`config.mk`:
```
export PLATFORM = sky130hd
export DESIGN_NAME = edp_mpy_seq_flat
export DESIGN_NICKNAME = d
export VERILOG_FILES = /design/src/rtl/edp_pkg.sv /design/src/rtl/edp_mpy_seq_if.sv /design/src/rtl/edp_mpy_decode.sv /design/src/rtl/edp_mpy_seq.sv /design/src/flat_wrapper.sv
export SDC_FILE = /design/constraint.sdc
export NUM_CORES = 1
export LEC_CHECK = 0
export ABC_AREA = 1
export BUFFER_PORTS_ARGS = -buffer_cell sky130_fd_sc_hd__buf_2
export CORE_MARGIN = 2
export CORE_UTILIZATION = 35
export CTS_BUF_LIST = sky130_fd_sc_hd__clkbuf_8 sky130_fd_sc_hd__clkbuf_16
export CTS_CLUSTER_DIAMETER = 150
export DETAILED_ROUTE_END_ITERATION = 10
export MAX_ROUTING_LAYER = met4
export PLACE_DENSITY = 0.75
export RECOVER_POWER = 100
export SYNTH_ARGS = -nofsm -noshare
export SYNTH_HDL_FRONTEND = slang
export SYNTH_HIERARCHICAL = 1
export SYNTH_SLANG_ARGS = --single-unit
```
`constraint.sdc`:
```
create_clock -name eboxClk -period 2.52 [get_ports eboxClk]
set_input_delay 0.504 -clock eboxClk [delete_from_list [all_inputs] [get_ports eboxClk]]
set_output_delay 0.504 -clock eboxClk [all_outputs]
set_load 0.03 [all_outputs]
```
`src/rtl/edp_pkg.sv`:
```
// edp_pkg: shared definitions for the EBOX datapath (EDP) multiply-step
// sequencer.
//   - AD function codes, ADA/ADB source selects, AR/MQ source selects
//   - the sequencer state enum and the packed control word
// Optional feature macro: EDP_MPY_SIGNED_EN adds the FIXUP state, which
// applies the signed-multiplier correction.
package edp_pkg;

    // AD (adder) function codes.
    localparam logic [5:0] AD_A         = 6'h03;
    localparam logic [5:0] AD_A_PLUS_B  = 6'h06;
    localparam logic [5:0] AD_A_MINUS_B = 6'h09;

    // Adder A/B input sources.
    localparam logic [2:0] ADA_NONE = 3'd0;
    localparam logic [2:0] ADA_AR   = 3'd1;
    localparam logic [1:0] ADB_NONE = 2'd0;
    localparam logic [1:0] ADB_BR   = 2'd1;

    // AR half-word sources. SEL_AD_SHR loads AD[-1:34], i.e. the adder
    // result shifted right one place with the carry entering at the top.
    localparam logic [2:0] SEL_HOLD   = 3'd0;
    localparam logic [2:0] SEL_AD     = 3'd1;
    localparam logic [2:0] SEL_AD_SHR = 3'd2;

    // MQ sources. MQ_SHR loads {AD[35], MQ[0:34]}.
    localparam logic [1:0] MQ_HOLD = 2'd0;
    localparam logic [1:0] MQ_SHR  = 2'd1;

`ifdef EDP_MPY_SIGNED_EN
    typedef enum logic [2:0] {
        ST_IDLE, ST_SETUP, ST_STEP, ST_FIXUP, ST_DONE
    } mpy_state_e;
`else
    typedef enum logic [2:0] {
        ST_IDLE, ST_SETUP, ST_STEP, ST_DONE
    } mpy_state_e;
`endif

    // Everything the sequencer drives, decoded from one state.
    typedef struct packed {
        logic [5:0] ad_func;
        logic [2:0] ada_sel;
        logic [1:0] adb_sel;
        logic [2:0] arl_sel;
        logic [2:0] arr_sel;
        logic       ar_load;
        logic       ar_clr;
        logic [1:0] mq_sel;
        logic       ctl_override;
        logic       busy;
        logic       done;
    } ctl_word_t;

endpackage

```
`src/rtl/edp_mpy_seq_if.sv`:
```
// edp_mpy_seq_if: request/status bundle of the multiply sequencer.
//   start  : one-cycle request, sampled only while the sequencer is idle
//   steps  : multiplier bit count presented with start (0..63, clamped)
//   abort  : kills an operation in progress and returns it to idle
//   busy   : high from the cycle after an accepted start through done
//   done   : one-cycle completion pulse (never issued for an aborted op)
// Handshake: there is no ready line. A start is accepted only when busy is
// low and abort is low in the same cycle; a start at any other time is
// dropped, not queued. Completion is the single-cycle done pulse.
interface edp_mpy_seq_if;
    logic       start;
    logic [5:0] steps;
    logic       abort;
    logic       busy;
    logic       done;

    modport master (output start, output steps, output abort,
                    input  busy,  input  done);
    modport slave  (input  start, input  steps, input  abort,
                    output busy,  output done);
endinterface

```
`src/rtl/edp_mpy_decode.sv`:
```
// edp_mpy_decode: combinational map from {state, MQ LSB} to the EDP
// control word. Only the STEP add/no-add choice looks at the MQ bit; every
// other field depends on the state alone.
//   state  : current sequencer state
//   mq_lsb : EDP_MQ[35], the multiplier bit being processed this cycle
//   ctl    : decoded control word
// Optional feature macro: EDP_MPY_SIGNED_EN (FIXUP decode).
module edp_mpy_decode
    import edp_pkg::*;
(
    input  mpy_state_e state,
    input  logic       mq_lsb,
    output ctl_word_t  ctl
);

    always_comb begin
        ctl = '0;
        case (state)
            ST_SETUP: begin
                ctl.ar_clr       = 1'b1;
                ctl.ctl_override = 1'b1;
                ctl.busy         = 1'b1;
            end
            ST_STEP: begin
                ctl.ada_sel      = ADA_AR;
                ctl.adb_sel      = ADB_BR;
                ctl.ad_func      = mq_lsb ? AD_A_PLUS_B : AD_A;
                ctl.arl_sel      = SEL_AD_SHR;
                ctl.arr_sel      = SEL_AD_SHR;
                ctl.mq_sel       = MQ_SHR;
                ctl.ar_load      = 1'b1;
                ctl.ctl_override = 1'b1;
                ctl.busy         = 1'b1;
            end
`ifdef EDP_MPY_SIGNED_EN
            ST_FIXUP: begin
                // AR <- AR - BR corrects for the multiplier's sign weight.
                ctl.ada_sel      = ADA_AR;
                ctl.adb_sel      = ADB_BR;
                ctl.ad_func      = AD_A_MINUS_B;
                ctl.arl_sel      = SEL_AD;
                ctl.arr_sel      = SEL_AD;
                ctl.mq_sel       = MQ_HOLD;
                ctl.ar_load      = 1'b1;
                ctl.ctl_override = 1'b1;
                ctl.busy         = 1'b1;
            end
`endif
            ST_DONE: begin
                ctl.busy = 1'b1;
                ctl.done = 1'b1;
            end
            default: ;
        endcase
    end

endmodule

```
`src/rtl/edp_mpy_seq.sv`:
```
// edp_mpy_seq: shift-and-add multiply sequencer for the EBOX datapath.
// Multiplies BR by MQ one multiplier bit per cycle, leaving the 72-bit
// product in AR (high) and MQ (low). While it owns the datapath
// (ctlOverride) its control word replaces the CRAM-derived controls.
//   eboxClk, eboxReset : clock, synchronous active-high reset
//   req                : start/steps/abort in, busy/done out
//   EDP_MQ             : MQ register [0:35]; bit 35 = add/no-add, bit 0 = sign
//   adFunc..mqSel      : EDP control word
//   ctlOverride        : sequencer owns the EDP controls
//   dbg_state          : current FSM state
// Optional feature macro: EDP_MPY_SIGNED_EN (signed-multiplier FIXUP).
module edp_mpy_seq
    import edp_pkg::*;
#(
    parameter int MAX_STEPS = 36
) (
    input  logic                eboxClk,
    input  logic                eboxReset,
    edp_mpy_seq_if.slave        req,
    input  logic [0:35]         EDP_MQ,
    output logic [5:0]          adFunc,
    output logic [2:0]          adaSel,
    output logic [1:0]          adbSel,
    output logic [2:0]          arlSel,
    output logic [2:0]          arrSel,
    output logic                arLoad,
    output logic                arClr,
    output logic [1:0]          mqSel,
    output logic                ctlOverride,
    output mpy_state_e          dbg_state
);

    localparam logic [5:0] MAX_STEPS6 = 6'(MAX_STEPS);

    mpy_state_e state, state_n, fin_state;
    logic [5:0] cnt;
    logic [5:0] steps_clamped;
    logic       start_take;
    ctl_word_t  ctl;

    // Only the sign bit and the LSB of MQ matter to the sequencer.
    logic unused_mq;
    assign unused_mq = ^EDP_MQ[0:34];

    assign steps_clamped = (req.steps > MAX_STEPS6) ? MAX_STEPS6 : req.steps;
    assign start_take    = (state == ST_IDLE) && req.start && !req.abort;

`ifdef EDP_MPY_SIGNED_EN
    logic mq_sign;
    always_comb fin_state = mq_sign ? ST_FIXUP : ST_DONE;
`else
    always_comb fin_state = ST_DONE;
`endif

    always_comb begin
        state_n = state;
        case (state)
            ST_IDLE:  if (req.start) state_n = ST_SETUP;
            ST_SETUP: state_n = (cnt != 6'd0) ? ST_STEP : fin_state;
            ST_STEP:  state_n = (cnt > 6'd1) ? ST_STEP : fin_state;
`ifdef EDP_MPY_SIGNED_EN
            ST_FIXUP: state_n = ST_DONE;
`endif
            ST_DONE:  state_n = ST_IDLE;
            default:  state_n = ST_IDLE;
        endcase
        if (req.abort) state_n = ST_IDLE;
    end

    // Count and sign are captured on the edge that accepts start, so they
    // are already valid while SETUP decides between STEP and the tail.
    always_ff @(posedge eboxClk) begin
        if (eboxReset) begin
            state <= ST_IDLE;
            cnt   <= 6'd0;
        end else begin
            state <= state_n;
            if (start_take)
                cnt <= steps_clamped;
            else if (state == ST_STEP && !req.abort)
                cnt <= cnt - 6'd1;
        end
    end

`ifdef EDP_MPY_SIGNED_EN
    always_ff @(posedge eboxClk) begin
        if (eboxReset)
            mq_sign <= 1'b0;
        else if (start_take)
            mq_sign <= EDP_MQ[0];
    end
`endif

    edp_mpy_decode u_decode (
        .state  (state),
        .mq_lsb (EDP_MQ[35]),
        .ctl    (ctl)
    );

    assign adFunc      = ctl.ad_func;
    assign adaSel      = ctl.ada_sel;
    assign adbSel      = ctl.adb_sel;
    assign arlSel      = ctl.arl_sel;
    assign arrSel      = ctl.arr_sel;
    assign arLoad      = ctl.ar_load;
    assign arClr       = ctl.ar_clr;
    assign mqSel       = ctl.mq_sel;
    assign ctlOverride = ctl.ctl_override;
    assign req.busy    = ctl.busy;
    assign req.done    = ctl.done;
    assign dbg_state   = state;

endmodule

```
`src/flat_wrapper.sv`:
```
// flat-port wrapper written by rule: the top's interface ports become plain ports
module edp_mpy_seq_flat import edp_pkg::*;
#(
    parameter int MAX_STEPS = 36
)
  (eboxClk, eboxReset, EDP_MQ, adFunc, adaSel, adbSel, arlSel, arrSel, arLoad, arClr, mqSel, ctlOverride, dbg_state, req_start, req_steps, req_abort, req_busy, req_done);
  edp_mpy_seq_if req_i ();
  input  logic eboxClk;
  input  logic eboxReset;
  input  logic [0:35] EDP_MQ;
  output logic [5:0] adFunc;
  output logic [2:0] adaSel;
  output logic [1:0] adbSel;
  output logic [2:0] arlSel;
  output logic [2:0] arrSel;
  output logic arLoad;
  output logic arClr;
  output logic [1:0] mqSel;
  output logic ctlOverride;
  output mpy_state_e dbg_state;
  input wire logic [$bits(req_i.start)-1:0] req_start;
  input wire logic [$bits(req_i.steps)-1:0] req_steps;
  input wire logic [$bits(req_i.abort)-1:0] req_abort;
  output wire logic [$bits(req_i.busy)-1:0] req_busy;
  output wire logic [$bits(req_i.done)-1:0] req_done;
  assign req_i.start = req_start;
  assign req_i.steps = req_steps;
  assign req_i.abort = req_abort;
  assign req_busy = req_i.busy;
  assign req_done = req_i.done;
  edp_mpy_seq #(.MAX_STEPS(MAX_STEPS)) u_core (.eboxClk(eboxClk), .eboxReset(eboxReset), .req(req_i), .EDP_MQ(EDP_MQ), .adFunc(adFunc), .adaSel(adaSel), .adbSel(adbSel), .arlSel(arlSel), .arrSel(arrSel), .arLoad(arLoad), .arClr(arClr), .mqSel(mqSel), .ctlOverride(ctlOverride), .dbg_state(dbg_state));
endmodule
```
==> Yosys cells after proc, flatten, opt, wreduce, memory -nomap -nowiden <==
Index checks and enable logic that the tools add are counted.
{ "classes": {"magnitude_cmp": 2, "eq_ne": 4, "n_addsub": 1, "reduce_logical": 10, "mux": 14} }
{ "op_table": {"columns": ["cell", "n"], "rows": [
  ["18-bit two-way mux", 1],
  ["6-bit two-way mux", 3],
  ["3-bit case mux with 3 select lines", 1],
  ["1-bit two-way mux", 7],
  ["3-bit by 2-bit == test with 1-bit output (second input constant)", 2],
  ["6-bit by 1-bit greater-than comparator with 1-bit output (second input constant)", 1],
  ["6-bit greater-than comparator (second input constant)", 1],
  ["3-bit two-way mux", 2],
  ["6-bit nonzero test", 1],
  ["6-bit by 1-bit subtractor with 6-bit output (second input constant)", 1],
  ["2-bit OR reduction", 2],
  ["3-bit by 1-bit == test with 1-bit output (second input constant)", 1],
  ["1-bit logical AND", 3],
  ["3-bit logical NOT", 1],
  ["3-bit OR reduction", 1],
  ["2-bit != test (second input constant)", 1],
  ["2-bit nonzero test", 1],
  ["1-bit logical NOT", 1]
]} }
{ "word_totals": {"input_bits": 46, "word_cells": 33, "regBits": 9} }

==> Logic depth before layout (Yosys ltp) <==
Gate-level depths: netlist of the first run.
{ "logic_depth": {"word_depth": 4, "depth_mapped": 10, "mapped_depth_nobuf": 10} }

==> Hierarchy <==
The synthesis of the first run kept the hierarchy.
{ "modules_own_cells": {"columns": ["mod", "instances", "cells_per_inst", "area_each_um2"], "rows": [
  ["edp_mpy_seq", 1, 96, 631.9],
  ["edp_mpy_decode", 1, 31, 191.4]
]} }

==> Least setup slack after synthesis of the first run <==
No wires, ideal clock.
{ "synth_path": {"path_kind": "register to output", "from": "register u_core.state[0] (netlist: u_core/dbg_state[0])", "to": "output port req_done", "slack_ns": 0.602, "required_ns": 2.016, "stages_incl_launch_ff": 3, "n_path_buf": 0, "t_arrival_ns": 1.414, "cell_sequence": "dfxtp_1 inv_1 nor3_1"} }
{ "synth_via": {"elab_chain_cells": 2} }
{ "synth_lines": {"columns": ["element", "line_no", "source"], "rows": [
  ["start, declared", "edp_mpy_seq.sv:35", "mpy_state_e state, state_n, fin_state;"],
  ["start signal, assigned", "edp_mpy_seq.sv:77", "state <= state_n;"],
  ["3-bit by 2-bit == test with 1-bit output", "edp_mpy_decode.sv:18", "case (state)"],
  ["1-bit two-way mux", "edp_mpy_decode.sv:18", null],
  ["end, declared", "flat_wrapper.sv:25", "output wire logic [$bits(req_i.done)-1:0] req_done;"]
]} }
Every way passes these cells.

==> Final worst setup path of the first run <==
{ "layout_path": {"from": "register u_core.state[0] (netlist: u_core/dbg_state[0])", "to": "register u_core.cnt[2]"} }
{ "layout_via": {"elab_chain_cells": 4} }
{ "layout_lines": {"columns": ["element", "line_no", "source"], "rows": [
  ["3-bit logical NOT", "edp_mpy_seq.sv:46", "assign start_take = (state == ST_IDLE) && req.start && !req.abort;"],
  ["1-bit logical AND (2 in a row)", "edp_mpy_seq.sv:46", null],
  ["6-bit two-way mux / 2-bit nonzero test (equally long branches)", null, null],
  ["end signal, assigned", "edp_mpy_seq.sv:79", "cnt <= steps_clamped;"],
  ["end signal, assigned", "edp_mpy_seq.sv:81", "cnt <= cnt - 6'd1;"],
  ["end, declared", "edp_mpy_seq.sv:36", "logic [5:0] cnt;"]
]} }
Several ways; a longest one is shown, not always the timed one.
A chain may end at the register's enable or synchronous reset.

==> results_dict.tcl, run 1 <==
set metrics [dict create \
    start_kind "flop" \
    whs_path_depth 2 \
    grt_pass1_vias 621 \
    grt_max_degree 9 \
    synth-seq-cells 8 \
    min_path_type "flop to flop" \
    drt_iter0_markers 24 \
    dieArea_mm2 0.00276 \
    clkTransAtPathRegs_ns 0.04 \
    routed_wl_um 1590 \
    ys_types 24 \
    layout.nets 206 \
    layout_setup_ws_ns 0.603 \
    portBuffers 25 \
    die_w_um 52.5 \
    cp_slowest_cell "dfxtp_1" \
    cts_resized 0 \
    post-place-ws_ns 0.970 \
    powerDensity_mw_per_mm2 517 \
    drc 0 \
    status "completed" \
    fin_crit_ns 1.92 \
    netlist_area_um2 823 \
    gp_congestion 0.824 \
    h-tree-depth 1 \
    post-cts-setup-buffer-count 0 \
    path_max_fanout 8 \
    drt_pass1_iterations 4 \
    cts_made_buffers 3 \
    grt_pass1_wl_um 2480 \
    cts.sinks 8 \
    coreArea_mm2 0.00221 \
    die_h_um 52.5 \
    cts_tree "done" \
    finalHoldViolations 0 \
    crit_chain "inv_1 > ha_1 > nand2_1 > inv_2 > nand2_1 > nand2_1 > o21ai_0 > a21oi_1 > nor2_1" \
    via_count 794 \
    grt_setup_unrepaired "no" \
    critPathKind "flop to flop" \
    peakVddDrop_uv 254 \
    fin_crit_sh_pct 76.1 \
    ctsRootBufferMaster "clkbuf_8" \
    drive_gt1_share_pct 13.2 \
    ios 73 \
    insertion_delay_ns 0.23 \
    final_max_slew_viol_count 0 \
    antenna_found_initial 0 \
    vias_per_cell 4.44 \
    crit_top_cell "nand2_1" \
    ys_seq_area_share_pct 19.5 \
    start_util_pct 37.2 \
    max_stage_delay_ns 0.48 \
    dpl.hpwl_um 1240 \
    ys_warn_count 6 \
    syn_to_final_growth_pct 10.0 \
    max_freq_mhz 522 \
    critPathCaptureType "flop" \
    track_usage_pct 12.7 \
    critPathArrivalTime_ns 2.09 \
    synth_cells 127 \
    antenna_cells 0 \
    rows 17 \
    leakage_nw 0.480 \
    drtAntennaViolNets 0 \
    finalSetupViolations 0 \
    route.detailed.wl_per_inst_um 8.89 \
    cts_hold_buf 0 \
    critical_path_required_ns 2.69 \
    tns_ns 0 \
    fin_skew_ns 0.00257 \
    drv_cap 0 \
    clock_tree.buffer_depth 2 \
    overflow 0 \
    worstRegToRegCells 9 \
    avgSynthCellArea_um2 6.48 \
]
==> layer usage <==
metal / vias up / routed length [µm] / global-route usage (%)
met1: 340 / 703 / 14.3
met3: 4 / 167 / 2.57
met2: 40 / 692 / 20.0
met4: 0 / 27 / 8.97
li1: 410 / - / -
met5: - / 0 / -
==> critical path: cells and delay by family, from the launching register on <==
kind | cells | cell delay (ns)
simple gates | 4 | 0.68
flops | 1 | 0.48
compound gates | 2 | 0.31
fa+ha+maj | 1 | 0.26
buf+inv | 2 | 0.14
==> final cells by class <==
class                           count  area [µm²]
Clock buffer                        3        41.3
Fill cell                         256        1310
Inverter                           20        77.6
Multi-Input combinational cell     95         485
Sequential cell                     8         160
Tap cell                           28        35.0
Timing Repair Buffer               25         106
==> path summary, 6_finish.rpt <==
path         slack [ns]                          to                        startpoint
max                0.60  u_core/cnt[2]$_SDFFE_PP0P_  u_core/dbg_state[0]$_SDFFE_PP0P_
min                0.48  u_core/cnt[4]$_SDFFE_PP0P_        u_core/cnt[4]$_SDFFE_PP0P_
max reg2reg        0.60  u_core/cnt[2]$_SDFFE_PP0P_  u_core/dbg_state[0]$_SDFFE_PP0P_
min reg2reg        0.48  u_core/cnt[4]$_SDFFE_PP0P_        u_core/cnt[4]$_SDFFE_PP0P_
==> where the power goes <==
part,total (mW),internal [mW],switching [mW]
Clock,0.158,0.104,0.0541
Combinational,0.161,0.0478,0.113
Sequential,0.150,0.138,0.0122
Total,0.469,0.289,0.179
==> Yosys cell counts, drive strengths merged <==
cell | number | area [µm²]
xor2 | 1 | 8.76
nand4 | 1 | 6.26
nand2 | 24 | 110
a21oi | 9 | 48.8
a31oi | 1 | 6.26
nor3 | 2 | 10.0
buf | 18 | 135
o211ai | 1 | 7.51
dfxtp | 8 | 160
conb | 2 | 7.51
o21ai | 7 | 35.0
inv | 20 | 77.6
nor2 | 16 | 70.1
ha | 7 | 87.6
nand3 | 9 | 45.0
nand3b | 1 | 7.51
==> sequential cells by signal, summed over array words and instances (netlist names) <==
register	count
u_core/cnt	6
u_core/dbg_state	2
==> stage by stage <==
step           hold slack [ns]  instances  total power [mW]  instance area [µm²]  util (%)
2_1_floorplan            0.450        141             0.299                  876         -
3_3_place_gp             0.471        176             0.316                  901      40.7
3_5_place_dp             0.473        176             0.318                  901      40.7
4_1_cts                  0.479        179             0.480                  942      42.6
5_1_grt                  0.496        179             0.503                  906      41.0
6_report                 0.482        179             0.469                  906      41.0
==> layout by cell type, fill, tap and decap left out <==
cell,instances
a21oi_1,8
a21oi_2,1
a31oi_1,1
buf_2,10
clkbuf_1,15
clkbuf_8,3
conb_1,16
dfxtp_1,8
ha_1,7
inv_1,17
inv_2,2
inv_4,1
nand2_1,23
nand2_2,1
nand3_1,9
nand3b_1,1
nand4_1,1
nor2_1,14
nor2_2,1
nor2_4,1
nor3_1,2
o211ai_1,1
o21ai_0,5
o21ai_1,2
xor2_1,1
==> kinds of logic after synthesis <==
logic type               synth area share, %
flip-flops                              19.5
AO/OA/AOI/OAI                           11.9
buffers and inverters                   25.8
AND/OR/NAND/NOR                         30.2
XOR/XNOR                                1.06
adder cells (fa/ha/maj)                 10.6
other                                  0.912
Power figures use the tool's default switching activity.
==> run 2: changes to the inputs <==
==> constraint.sdc (replaced) <==
create_clock -name eboxClk -period 1.9 [get_ports eboxClk]
set_input_delay 0.38 -clock eboxClk [delete_from_list [all_inputs] [get_ports eboxClk]]
set_output_delay 0.38 -clock eboxClk [all_outputs]
set_load 0.03 [all_outputs]
==> run 2 against run 1 <==
Against the previous run:
- design area rose by 1.7%
- wire length fell by 0.44%
- total power rose by 33%
- cell count did not move
- hold slack got worse by 0.10 ns
- critical path depth fell by 6
- core utilization rose by 0.68 points
- count of clock-buffer cells in the layout did not move
- global-route usage did not move
- clock power rose by 32%
- sequential share of layout area fell by 0.29 points
==> results_dict.tcl, run 2 (synthesis results as in run 1) <==
set metrics [dict create \
    dpl.hpwl_um 1240 \
    cts_tree "done" \
    antenna_cells 0 \
    finalSetupViolations 0 \
    grt_pass1_vias 621 \
    powerDensity_mw_per_mm2 678 \
    top_register "u_core/cnt" \
    h-tree-depth 1 \
    layout_common_cells "nand2_1, inv_1, conb_1, clkbuf_1, nor2_1" \
    start_kind "flop" \
    cts_made_buffers 3 \
    tns_ns 0 \
    fin_skew_ns 0.00201 \
    layout.nets 206 \
    fin_crit_sh_pct 88.8 \
    rows 17 \
    drv_cap 0 \
    final_common_cell "nand2_1" \
    finalHoldViolations 0 \
    hp-start "eboxReset" \
    syn_to_final_growth_pct 11.9 \
    max_stage_delay_ns 0.48 \
    critPathCaptureType "output pin" \
    critPathArrivalTime_ns 1.31 \
    startpoint "u_core/dbg_state[0]$_SDFFE_PP0P_" \
    grt_setup_unrepaired "no" \
    die_w_um 52.5 \
    grt_pass1_wl_um 2480 \
    coreArea_mm2 0.00221 \
    cts.sinks 8 \
    critPathKind "flop to output pin" \
    clkTransAtPathRegs_ns 0.04 \
    routed_wl_um 1580 \
    drt_pass1_iterations 4 \
    reg2reg_to "u_core/cnt[2]$_SDFFE_PP0P_" \
    leakage_nw 0.488 \
    drc 0 \
    grt_max_degree 9 \
    peakVddDrop_uv 358 \
    route.detailed.wl_per_inst_um 8.85 \
    stdcell_area_um2 921 \
    post-cts-setup-buffer-count 0 \
    cp-endpoint "req_done" \
    max_freq_mhz 593 \
    crit_chain "inv_1 > nor3_1 > clkbuf_1" \
    ios 73 \
    cts_hold_buf 0 \
    min_path_type "primary input to flop" \
    worstRegToRegCells 9 \
    path_max_fanout 8 \
    dieArea_mm2 0.00276 \
    ctsRootBufferMaster "clkbuf_8" \
    hold-worst-slack_ns 0.377 \
    gp_congestion 0.824 \
    portBuffers 25 \
    cp_slowest_cell "dfxtp_1" \
    track_usage_pct 12.7 \
    via_count 798 \
    largest_reg_flops 6 \
    clock_tree.buffer_depth 2 \
    die_h_um 52.5 \
    drtAntennaViolNets 0 \
    drive_gt1_share_pct 13.9 \
    dpl_cell_area_um2 901 \
    r2r_slack_ns 0.29 \
    start_util_pct 37.2 \
    fin_crit_ns 1.69 \
    r2r-start "u_core/dbg_state[0]$_SDFFE_PP0P_" \
    vias_per_cell 4.46 \
    antenna_found_initial 0 \
    p_total_mw 0.624 \
    cts_resized 0 \
    overflow 0 \
    final_max_slew_viol_count 0 \
    insertion_delay_ns 0.23 \
    status "completed" \
    critical_path_required_ns 1.52 \
    drt_iter0_markers 25 \
]
-- run 2: cell counts in the layout (fill, tap and decap cells not counted) --
Identical to the previous run, type by type.
-- run 2: power breakdown --
group / total, mW / internal [mW] / switching [mW]
Sequential: 0.199 / 0.183 / 0.0161
Combinational: 0.216 / 0.0650 / 0.151
Clock: 0.209 / 0.138 / 0.0714
-- run 2: worst min-delay path by stage --
stage | endpoint | slack (ns) | cells after the start
floorplan | u_core/cnt[5]$_SDFFE_PP0P_ | 0.44 | 1
finish | u_core/cnt[5]$_SDFFE_PP0P_ | 0.38 | 2
global placement | u_core/cnt[4]$_SDFFE_PP0P_ | 0.47 | 2
global route | u_core/cnt[5]$_SDFFE_PP0P_ | 0.37 | 2
CTS | u_core/cnt[5]$_SDFFE_PP0P_ | 0.37 | 2
detailed placement | u_core/cnt[4]$_SDFFE_PP0P_ | 0.47 | 2
-- run 2: area by class of cell --
class,instances,area (µm²)
timing repair buffer,25,106
sequential,8,160
tap,28,35.0
fill,256,1290
clock buffer,3,41.3
multi-input combinational,95,500
inverter,20,77.6
-- run 2: critical path: cells and delay by family, from the launching register on --
family        cells  cell delay (ns)
buf+inv           2             0.42
simple gates      1             0.17
flops             1             0.48
-- run 2: metrics by stage --
| stage | setup WS [ns] | cells | utilization [%] |
|---|---|---|---|
| after floorplan | 0.106 | 141 | - |
| after global placement | 0.364 | 176 | 40.7 |
| after detailed placement | 0.350 | 176 | 40.7 |
| after CTS | 0.319 | 179 | 42.6 |
| after global routing | 0.120 | 179 | 41.6 |
| final | 0.212 | 179 | 41.6 |
-- run 2: routing by layer --
metal / share of wire (%) / wire, µm / track usage (%) / vias up
li1: - / - / - / 411
met1: 43 / 680 / 14.3 / 345
met2: 45 / 711 / 20.0 / 38
met3: 10 / 164 / 2.57 / 4
met4: 1.7 / 27 / 8.97 / 0
met5: 0 / 0 / - / -
==> run 3: changes to the inputs <==
--- a/config.mk
+++ b/config.mk
@@ -5,7 +5,7 @@
 export SDC_FILE = /design/constraint.sdc
 export NUM_CORES = 1
 export LEC_CHECK = 0
-export ABC_AREA = 1
+export ABC_AREA = 0
 export BUFFER_PORTS_ARGS = -buffer_cell sky130_fd_sc_hd__buf_2
 export CORE_MARGIN = 2
 export CORE_UTILIZATION = 35
==> run 3 against run 2 <==
Against the previous run:
- cell count down 16%
- synthesized cell count down 21%
- die area down 1.1%
- largest cell class unchanged
- largest power group is now clock
==> results_dict.tcl, run 3 <==
set metrics [dict create \
    drc 0 \
    critPathArrivalTime_ns 1.35 \
    synth_area_leaders "dfxtp_1, buf_4, ha_1" \
    max_freq_mhz 578 \
    status "completed" \
    portBuffers 25 \
    ys_warn_count 6 \
    critical_path_required_ns 1.52 \
    start_util_pct 36.8 \
    fin_skew_ns 0.00695 \
    grt_pass1_vias 555 \
    coreArea_mm2 0.00221 \
    cts_resized 0 \
    clock_tree.buffer_depth 2 \
    leakage_nw 0.398 \
    synth-seq-cells 8 \
    post-place-ws_ns 0.291 \
    synth-main-ff-cell "dfxtp_1" \
    cp_slowest_cell "dfxtp_1" \
    critPathKind "flop to output pin" \
    ios 73 \
    cts_made_buffers 3 \
    path_max_fanout 9 \
    cts.sinks 8 \
    avgSynthCellArea_um2 8.13 \
    via_count 694 \
    drt_iter0_markers 12 \
    antenna_found_initial 0 \
    fin_crit_ns 1.73 \
    largest_reg_flops 6 \
    layout.nets 178 \
    max_stage_delay_ns 0.30 \
    die_h_um 52.2 \
    ys_types 36 \
    top_register "u_core/cnt" \
    async_flop_share_pct 0 \
    dpl.hpwl_um 1210 \
    post-cts-setup-buffer-count 0 \
    drive_gt1_share_pct 20.3 \
    overflow 0 \
    grt_max_degree 11 \
    ys_seq_area_share_pct 19.7 \
    gp_congestion 0.885 \
    p_total_mw 0.550 \
    tns_ns 0 \
    yosysMostFrequentCell "buf_4" \
    final_max_slew_viol_count 0 \
    synth_top_cell_by_area "dfxtp_1" \
    rows 17 \
    cts_tree "done" \
    layout_setup_ws_ns 0.170 \
    yosys-top-cells-count "buf_4, dfxtp_1, nor2_1" \
    antenna_cells 0 \
    yosys.area.top_type_share_pct 19.7 \
    critPathCaptureType "output pin" \
    powerDensity_mw_per_mm2 600 \
    cts_hold_buf 0 \
    netlist_area_um2 813 \
    grt_pass1_wl_um 2380 \
    crit_chain "buf_4 > nor3b_4 > and2_1 > clkbuf_2" \
    ctsRootBufferMaster "clkbuf_8" \
    grt_setup_unrepaired "no" \
    insertion_delay_ns 0.23 \
    peakVddDrop_uv 381 \
    min_path_type "primary input to flop" \
    track_usage_pct 12.1 \
    final_common_cell "conb_1" \
    finalHoldViolations 0 \
    vias_per_cell 4.60 \
    drv_cap 0 \
    routed_wl_um 1550 \
    route.detailed.wl_per_inst_um 10.3 \
    h-tree-depth 1 \
    drtAntennaViolNets 0 \
    synth_cells 100 \
    dieArea_mm2 0.00273 \
    finalSetupViolations 0 \
    drt_pass1_iterations 4 \
    start_kind "flop" \
    clkTransAtPathRegs_ns 0.04 \
    layout_common_cells "conb_1, clkbuf_1, buf_2, nor2_1" \
    synth_edf_count 0 \
    die_w_um 52.2 \
    fin_crit_sh_pct 91.0 \
    syn_to_final_growth_pct 12.6 \
]
run 3: cell types whose count changed after synthesis, sizes merged, moves of 3 or more:
cell    delta
a211oi     +4
a21oi      -4
buf        +3
inv       -16
nand2     -20
nand3      -6
nor2       -7
nor3       +3
nor3b      +3
o21ai      -4
run 3: cells by family after synthesis:
group	share of synthesized area, %
AND/OR/NAND/NOR	26.6
buffers and inverters	20.2
AO/OA/AOI/OAI	15.2
flip-flops	19.7
adder cells (fa/ha/maj)	10.8
XOR/XNOR	5.39
other	0.923
multiplexers	1.23
run 3: per-layer routing:
metal | vias up | GRT usage, % | share of wire, %
li1 | 352 | - | -
met1 | 297 | 14.8 | 47
met2 | 40 | 19.0 | 42
met3 | 5 | 1.71 | 9.0
met4 | 0 | 6.84 | 1.5
met5 | - | - | 0
run 3: through the flow:
stage	util, %	hold WS [ns]	cell area (µm²)	instances
3_5_place_dp	40.2	0.533	890	148
3_3_place_gp	40.2	0.501	890	148
2_1_floorplan	-	0.486	871	115
5_1_grt	41.4	0.434	916	151
4_1_cts	42.1	0.434	931	151
6_report	41.4	0.436	916	151
run 3: final timing paths:
kind	from	end	slack, ns	depth (start not counted)
max	u_core/dbg_state[0]$_SDFFE_PP0P_	adFunc[2]	0.17	4
min	req_steps[1]	u_core/cnt[1]$_SDFFE_PP0P_	0.44	3
max reg2reg	u_core/dbg_state[1]$_SDFFE_PP0P_	u_core/cnt[3]$_SDFFE_PP0P_	0.29	6
min reg2reg	u_core/cnt[1]$_SDFFE_PP0P_	u_core/cnt[1]$_SDFFE_PP0P_	0.53	2
run 3: final cells by class:
class / instances / area (µm²)
fillers: 246 / 1300
multi-input cells: 82 / 546
flip-flops and latches: 8 / 161
repair buffers: 26 / 118
clock buffers: 3 / 41.3
well taps: 28 / 35.0
inverters: 4 / 15.0
run 3: report_power, final:
group,total (mW),internal [mW],switching [mW],leakage (nW)
Sequential,0.192,0.179,0.0128,0.0660
Clock,0.206,0.137,0.0684,0.0216
Combinational,0.152,0.0495,0.102,0.310
run 3: worst max-delay path, delay by kind of cell, from the launching register on:
| kind | cells | cell delay, ns |
|---|---|---|
| and+or+nand+nor | 2 | 0.47 |
| buffers and inverters | 2 | 0.36 |
| DFF | 1 | 0.30 |
